## src/rtl/sap1_controller_sequencer.sv

```systemverilog
// SAP-1 controller-sequencer.
// A six-state ring (T1..T6) advances on the falling clock edge so that the
// control word is settled at every rising edge, where the datapath registers
// load. The control word is decoded from the ring state, the IR opcode and
// the halt flag.
//
// state | meaning
// ------+----------------------------------------------------------
// T1    | address state: PC onto bus, MAR loads
// T2    | increment state: PC counts up
// T3    | memory state: RAM onto bus, IR loads
// T4    | execute 1: operand address to MAR / A to output / halt point
// T5    | execute 2: RAM operand to A or B
// T6    | execute 3: ALU result to A (ADD/SUB)

module sap1_controller_sequencer #(
    parameter logic [3:0] OP_LDA = 4'b0000,
    parameter logic [3:0] OP_ADD = 4'b0001,
    parameter logic [3:0] OP_SUB = 4'b0010,
    parameter logic [3:0] OP_OUT = 4'b1110,
    parameter logic [3:0] OP_HLT = 4'b1111
) (
    input  logic       clk,
    input  logic       rst,
    input  logic [3:0] opcode,
    output logic [5:0] t_state,
    output logic       cp,
    output logic       ep,
    output logic       n_lm,
    output logic       n_ce,
    output logic       n_li,
    output logic       n_ei,
    output logic       n_la,
    output logic       ea,
    output logic       su,
    output logic       eu,
    output logic       n_lb,
    output logic       n_lo,
    output logic       halted
);

    // The ring is held encoded and decoded to one-hot, so t_state can never
    // be all-zero or multi-hot whatever happens to the state register.
    typedef enum logic [2:0] {
        S_T1 = 3'd0,
        S_T2 = 3'd1,
        S_T3 = 3'd2,
        S_T4 = 3'd3,
        S_T5 = 3'd4,
        S_T6 = 3'd5
    } ring_t;

    ring_t ring;
    logic  halted_q;

    // Ring advance on the falling edge; HLT freezes the ring in T4.
    always_ff @(negedge clk or posedge rst) begin
        if (rst) begin
            ring     <= S_T1;
            halted_q <= 1'b0;
        end else if (!halted_q) begin
            case (ring)
                S_T1: ring <= S_T2;
                S_T2: ring <= S_T3;
                S_T3: ring <= S_T4;
                S_T4: begin
                    if (opcode == OP_HLT) begin
                        halted_q <= 1'b1;
                    end else begin
                        ring <= S_T5;
                    end
                end
                S_T5: ring <= S_T6;
                S_T6: ring <= S_T1;
                default: ring <= S_T1;
            endcase
        end
    end

    // One-hot view of the ring; bit0 = T1.
    always_comb begin
        t_state = 6'b000001;
        case (ring)
            S_T1: t_state = 6'b000001;
            S_T2: t_state = 6'b000010;
            S_T3: t_state = 6'b000100;
            S_T4: t_state = 6'b001000;
            S_T5: t_state = 6'b010000;
            S_T6: t_state = 6'b100000;
            default: t_state = 6'b000001;
        endcase
    end

    // Microcode decode: start from the NOP word and pull only the lines each
    // state needs. Opcode is only consulted in T4..T6, after the IR has loaded.
    always_comb begin
        cp   = 1'b0;
        ep   = 1'b0;
        n_lm = 1'b1;
        n_ce = 1'b1;
        n_li = 1'b1;
        n_ei = 1'b1;
        n_la = 1'b1;
        ea   = 1'b0;
        su   = 1'b0;
        eu   = 1'b0;
        n_lb = 1'b1;
        n_lo = 1'b1;
        if (!halted_q) begin
            case (ring)
                S_T1: begin
                    ep   = 1'b1;
                    n_lm = 1'b0;
                end
                S_T2: begin
                    cp = 1'b1;
                end
                S_T3: begin
                    n_ce = 1'b0;
                    n_li = 1'b0;
                end
                S_T4: begin
                    case (opcode)
                        OP_LDA, OP_ADD, OP_SUB: begin
                            n_lm = 1'b0;
                            n_ei = 1'b0;
                            su   = (opcode == OP_SUB);
                        end
                        OP_OUT: begin
                            ea   = 1'b1;
                            n_lo = 1'b0;
                        end
                        default: ;
                    endcase
                end
                S_T5: begin
                    case (opcode)
                        OP_LDA: begin
                            n_ce = 1'b0;
                            n_la = 1'b0;
                        end
                        OP_ADD, OP_SUB: begin
                            n_ce = 1'b0;
                            n_lb = 1'b0;
                            su   = (opcode == OP_SUB);
                        end
                        default: ;
                    endcase
                end
                S_T6: begin
                    case (opcode)
                        OP_ADD, OP_SUB: begin
                            n_la = 1'b0;
                            eu   = 1'b1;
                            su   = (opcode == OP_SUB);
                        end
                        default: ;
                    endcase
                end
                default: ;
            endcase
        end
    end

    assign halted = halted_q;

endmodule

```

## config.mk

```make
export PLATFORM = sky130hd
export DESIGN_NAME = sap1_controller_sequencer
export DESIGN_NICKNAME = d
export VERILOG_FILES = /design/src/rtl/sap1_controller_sequencer.sv
export SDC_FILE = /design/constraint.sdc
export NUM_CORES = 1
export LEC_CHECK = 0
export ABC_AREA = 1
export BUFFER_PORTS_ARGS = -buffer_cell sky130_fd_sc_hd__buf_2
export CORE_AREA = 2 2 39 41
export DETAILED_ROUTE_END_ITERATION = 8
export DIE_AREA = 0 0 41 43
export PLACE_DENSITY = 0.63
export SLEW_MARGIN = 40
export SYNTH_ARGS = -nofsm -noshare
export SYNTH_HDL_FRONTEND = slang
export SYNTH_SLANG_ARGS = --single-unit
```

## constraint.sdc

```tcl
create_clock -name clk -period 1.4 [get_ports clk]
set_input_delay 0.42 -clock clk [delete_from_list [all_inputs] [get_ports clk]]
set_output_delay 0.42 -clock clk [all_outputs]
set_load 0.005 [all_outputs]
```

* After elaboration in Yosys (flattened, before gate mapping)
Cells that the tools add are included.
** Storage, ports and cells
- Logic and storage cells :: 57
- Bits of input ports :: 6
- Output and inout bits :: 19
- Flip-flop bits (word level) :: 4
** Operators by class
- Bitwise operators :: 1
- Reduce and logical (&&, ||, !) cells :: 6
- Mux-type cells :: 38
- Equal/unequal tests :: 10
** Operators with widths (count)
- two-way mux 1 bit :: 31
- one-hot mux 6 bit (5 select lines) :: 1
- one-hot mux 3 bit (5 select lines) :: 1
- == test 4 bit (second input constant) :: 2
- one-hot mux 1 bit (2 select lines) :: 4
- == test 3 x 2 -> 1 bit (second input constant) :: 2
- == test 3 bit (second input constant) :: 2
- == test 4 x 1 -> 1 bit (second input constant) :: 1
- == test 4 x 2 -> 1 bit (second input constant) :: 1
- zero test 4 bit :: 1
- OR reduction 2 bit :: 2
- == test 3 x 1 -> 1 bit (second input constant) :: 1
- zero test 3 bit :: 1
- two-way mux 3 bit :: 1
- OR reduction 3 bit :: 1
- != test 2 bit (second input constant) :: 1
- AND reduction 2 bit :: 1
- NOT 1 bit :: 1

* Longest topological paths before layout
Gate-level depths: netlist of the first run.
- Word-level depth :: 5
- Gate-level depth with buffers :: 7
- Gate-level depth less buffers :: 6

==> out/qor.yml, run 1 <==
outcome: "complete, but fails checks"
violations: "negative setup slack"
stdcell_area_sq_um: 859.6
hold_viol: 0
maxSlewHeadroom: 0.8319
htreeDepth: 1
max-cap-violations: 0
grt_setup_unrepaired: "yes"
setup_slack_ns: -1.051
fillers: 125
die_x_microns: 41
rr_worst_depth: 7
wl_met1_microns: 533
hp-start: "ring[2]"
placed_cell_area_sq_um: 719.4
diodes: 0
met3WireLength_microns: 70
r2r_slack_ns: 0.01
overflow: 0
ys_ff_latch: 4
synth.area.top_cells: "dfrtn_1 24%, nand2_1 19%, nand3_1 9.4%"
timing.rr.end: "ring[1]"
wl_per_cell_microns: 9.930
drt_wl_total_mm: 1.281
grt_pass1_wl_mm: 1.938
crit_family: "flip-flops"
gp_congestion: 0.8034
track_usage: 0.1583
yosysWarnings: 0
slowest_stage: "dfrtn_1"
setup_viol: 22
yosysTopAreaCell: "dfrtn_1"
start_kind: "flip-flop"
tightest_slew_ns: 0.2522
seq_area_frac_synth: 0.2360
remaining_drc_errors: 0
firstDrtPassIters: 4
dieArea_sq_um: 1763
clk_latency_ns: 0.24
synth_top_area_frac: 0.2360
hold_depth: 3
critPathCaptureType: "primary output"
hp-class: "reg2reg"
drtIter0Drc: 9
crit_chain: "inv_2 > nor3_4 > and2_1 > buf_2"
netlist_instances: 69
clk_transition_reported_paths_ns: 0.03
synth.distinct_cells: 17
final_cell_mix: "18 x buf_2, 17 x nand2_1, 15 x buf_4"
cts_made_buffers: 3
core_area_sq_um: 1384
finalMaxSlewViolations: 0
grt_max_degree: 8
synth_nets: 75
cpPeakStageDelay_ns: 0.53
power.leakage_nw: 0.4571
nets: 121
grt_pass1_vias: 490
synthesis.area_per_instance_sq_um: 6.147
ant_nets: 0
start_util: 0.3065
irDropWorstVdd_v: 0.0003304
drive_gt1_frac: 0.6460
cts_tree: "done"
clockBufferDepth: 2
antenna_found_initial: 0
mostFrequentLayoutCell: "buf_2"
io_pins: 25
finalSetupTns_ns: -18.40
synth_area_sq_um: 424.2
powerDensity_nw_per_um2: 357.9
port_buffers: 24
syn2layout_area_growth_pct: 102.7
reg2reg_from: "ring[0]"
hpwl_microns: 997.7
rows: 14
avgViaCountPerCell: 4.504
cp.arrival_ns: 2.03
holdPathEnd: "ring[2]"
routed.top_layer: "met3"
critPathBufInv: 2
cts_root_buf: "clkbuf_4"
critPathKind: "reg2out"
critical_path_required_ns: 0.98
wl_met2_microns: 677
ctsHoldBuffers: 0
clkSinkCount: 4
fin_skew_ns: 0.0005974
die_h_microns: 43
critical_path.max_fanout: 6
route.vias.total: 581
## report_power, final
part / leakage (nW) / internal (W) / switching [W] / total (W)
Combinational: 0.403 / 0.0000304 / 0.0000250 / 0.0000554
Sequential: 0.0402 / 0.000117 / 0 / 0.000117
Clock: 0.0138 / 0.0000953 / 0.0000399 / 0.000135
Total: 0.457 / 0.000243 / 0.0000649 / 0.000308
## Yosys cell counts
cell / count
a21oi_1: 2
and2_1: 1
buf_4: 1
dfrtn_1: 4
inv_1: 8
inv_2: 3
nand2_1: 22
nand2_2: 1
nand2_4: 2
nand3_1: 8
nand3b_1: 1
nand4_1: 1
nor2_1: 7
nor2_2: 3
nor2_4: 1
nor3_2: 3
o211ai_1: 1
## through the flow
step           worst slack [ns]    util  hold slack, ns  std cells  power [W]
5_1_grt                  -1.130  0.6212          0.6007        129  0.0003253
3_5_place_dp            -0.7743  0.5199          0.5638        121  0.0001643
4_1_cts                  -1.026  0.5958          0.5617        127  0.0003156
2_1_floorplan           -0.6513       -          0.5124         69  0.0001362
6_report                 -1.051  0.6212          0.5896        129  0.0003076
3_3_place_gp            -0.7965  0.5199          0.5381        121  0.0001637
## layer usage
layer / global-route usage / vias up
li1: - / 302
met1: 0.1759 / 261
met2: 0.2625 / 18
met3: 0.03665 / 0
met4: 0.08000 / 0
met5: 0 / -
## cell type report
type	count	area (sq um)	share of cell area
multi-input combinational	53	361.6	0.4207
timing repair buffer	42	311.5	0.3624
inverter	11	43.79	0.05095
clock buffer	3	22.52	0.02620
tap	16	20.02	0.02329
sequential	4	100.1	0.1164
## tightest hold or removal path, stage by stage, from the launching register on
cell and delay, ns:
dfrtn_1 0.42, buf_4 0.14, nand2_1 0.05, nand2_1 0.06
## how the worst max path moves through the flow
stage,startpoint,cells after the start,slack (ns),to
finish,ring[0],4,-1.05,eu
global route,ring[0],4,-1.13,eu
CTS,ring[1],6,-1.03,n_ce
detailed placement,ring[1],6,-0.77,n_la
global placement,ring[1],6,-0.80,n_la
floorplan,ring[1],5,-0.65,su
## flip-flops by register name (all words and copies together) (netlist names)
| name | count |
|---|---|
| ring | 3 |
| halted | 1 |
## logic make-up (layout without fill, tap and decap cells)
logic type             after synthesis  in the layout  synth area share
AOI/OAI and AO/OA                    3              3           0.04131
and+or+nand+nor                     50             50            0.6077
buffers and inverters               12             56            0.1151
DFF                                  4              4            0.2360
## timing repair
| action | in CTS | in global routing |
|---|---|---|
| setup endpoints to repair | 23 | 23 |
| hold endpoints to repair | 0 | 0 |
| setup buffers | 3 | 3 |
| resized for setup | 16 | 6 |
| pin swaps | 7 | 10 |
(Power assumes the default switching activity.)
==> run 2, diff against run 1 <==
CTS_BUF_LIST = sky130_fd_sc_hd__clkbuf_8   (was not set)
RECOVER_POWER = 25   (was not set)
==> run 2 against run 1 <==
  * The run still ends with negative setup slack left
  * Clock power grew 76%
  * Die area did not move
  * Sequential share of layout area fell by 0.49 points
  * Via count rose by 2.1%
  * Combinational power rose by 4.0%
  * Register-to-register slack about the same
  * Sequential power is essentially flat
  * Wire length grew 1.7%
  * Cell count is the same
  * Setup slack better by 0.015 ns
  * First-iteration DRC count is 44% lower
==> out/qor.yml, run 2 (synthesis results as in run 1) <==
outcome: "complete, but fails checks"
violations: "negative setup slack"
slowest_stage: "dfrtn_1"
clk_latency_ns: 0.24
fin_worst_hold_slack_ns: 0.5741
grt_setup_unrepaired: "yes"
p_total_w: 0.0004113
grt_max_degree: 8
clkSinkCount: 4
die_x_microns: 41
hold_viol: 0
fin_skew_ns: 0.001046
top_register: "ring"
wl_per_cell_microns: 10.10
htreeDepth: 1
cpPeakStageDelay_ns: 0.53
port_buffers: 24
critPathKind: "reg2out"
hpwl_microns: 997.7
ctsHoldBuffers: 0
start_kind: "flip-flop"
max-cap-violations: 0
critPathCaptureType: "primary output"
drive_gt1_frac: 0.6637
rows: 14
io_pins: 25
drt_wl_total_mm: 1.303
syn2layout_area_growth_pct: 111.5
avgViaCountPerCell: 4.597
maxSlewHeadroom: 0.8375
core_area_sq_um: 1384
critical_path.max_fanout: 6
antenna_found_initial: 0
setup_slack_ns: -1.036
power.leakage_nw: 0.4687
cts_made_buffers: 3
largest_reg_flops: 3
crit_family: "flip-flops"
finalSetupTns_ns: -18.27
diodes: 0
finalMaxSlewViolations: 0
setup_viol: 22
irDropWorstVdd_v: 0.0004643
hp-class: "reg2reg"
clk_transition_reported_paths_ns: 0.03
dieArea_sq_um: 1763
fillers: 121
grt_pass1_wl_mm: 1.973
die_h_microns: 43
remaining_drc_errors: 0
overflow: 0
grt_pass1_vias: 499
cp.arrival_ns: 2.02
final_cell_mix: "18 x buf_2, 15 x nand2_1, 14 x buf_4"
route.vias.total: 593
firstDrtPassIters: 4
mostFrequentLayoutCell: "buf_2"
powerDensity_nw_per_um2: 458.5
cts_root_buf: "clkbuf_8"
nets: 121
clockBufferDepth: 2
ant_nets: 0
gp_congestion: 0.8034
start_util: 0.3065
critical_path_required_ns: 0.98
crit_chain: "inv_2 > nor3_4 > and2_1 > buf_2"
cts_tree: "done"
tightest_slew_ns: 0.2438
drtIter0Drc: 5
critPathBufInv: 2
track_usage: 0.1633
==> run 2: cell counts in the layout (fill, tap and decap cells not counted) <==
Identical to the previous run, type by type.
==> run 2: area by class of cell <==
| type | instances | area [sq um] | share of cell area |
|---|---|---|---|
| clock buffers | 3 | 41.29 | 0.04603 |
| repair buffers | 42 | 322.8 | 0.3598 |
| multi-input cells | 53 | 366.6 | 0.4086 |
| well taps | 16 | 20.02 | 0.02232 |
| flip-flops and latches | 4 | 100.1 | 0.1116 |
| inverters | 11 | 46.29 | 0.05160 |
==> run 2: worst paths after layout <==
check,from,end,slack [ns],cells past startpoint
setup / recovery,ring[0],eu,-1.04,4
setup reg to reg,ring[1],ring[2],0.02,7
hold reg to reg,ring[0],ring[0],0.57,2
min in group asynchronous,rst,ring[2],0.64,2
max in group asynchronous,rst,ring[0],0.58,2
hold / removal,ring[0],ring[0],0.57,2
==> run 2: what timing repair did <==
action / in CTS / in global routing
setup buffers: 3 / 3
resized for setup: 16 / 12
pin swaps: 8 / 13
gates cloned: 0 / 0
endpoints found under the setup margin: 23 / 23
==> run 2: metrics by stage <==
step / area, sq um / util / std cells / setup WS (ns)
2_1_floorplan: 493.0 / - / 69 / -0.6513
3_3_place_gp: 719.4 / 0.5199 / 121 / -0.7965
3_5_place_dp: 719.4 / 0.5199 / 121 / -0.7743
4_1_cts: 843.3 / 0.6094 / 127 / -1.014
5_1_grt: 897.1 / 0.6483 / 129 / -1.119
6_report: 897.1 / 0.6483 / 129 / -1.036
==> run 2: where the power goes <==
group / internal (W) / switching, W
Combinational: 0.0000326 / 0.0000250
Sequential: 0.000117 / 0
Clock: 0.000183 / 0.0000539
Total: 0.000332 / 0.0000789
==> run 2: tightest hold or removal path: stages, from the launching register on <==
cell and delay, ns:
dfrtn_1 0.53, nand2_2 0.07, nand2_1 0.05
==> run 2: routing by layer <==
| metal | wire [microns] | vias up | GRT usage |
|---|---|---|---|
| li1 | - | 304 | - |
| met1 | 535 | 262 | 0.1857 |
| met2 | 665 | 24 | 0.2625 |
| met3 | 82 | 3 | 0.04712 |
| met4 | 19 | 0 | 0.08000 |
| met5 | 0 | - | 0 |
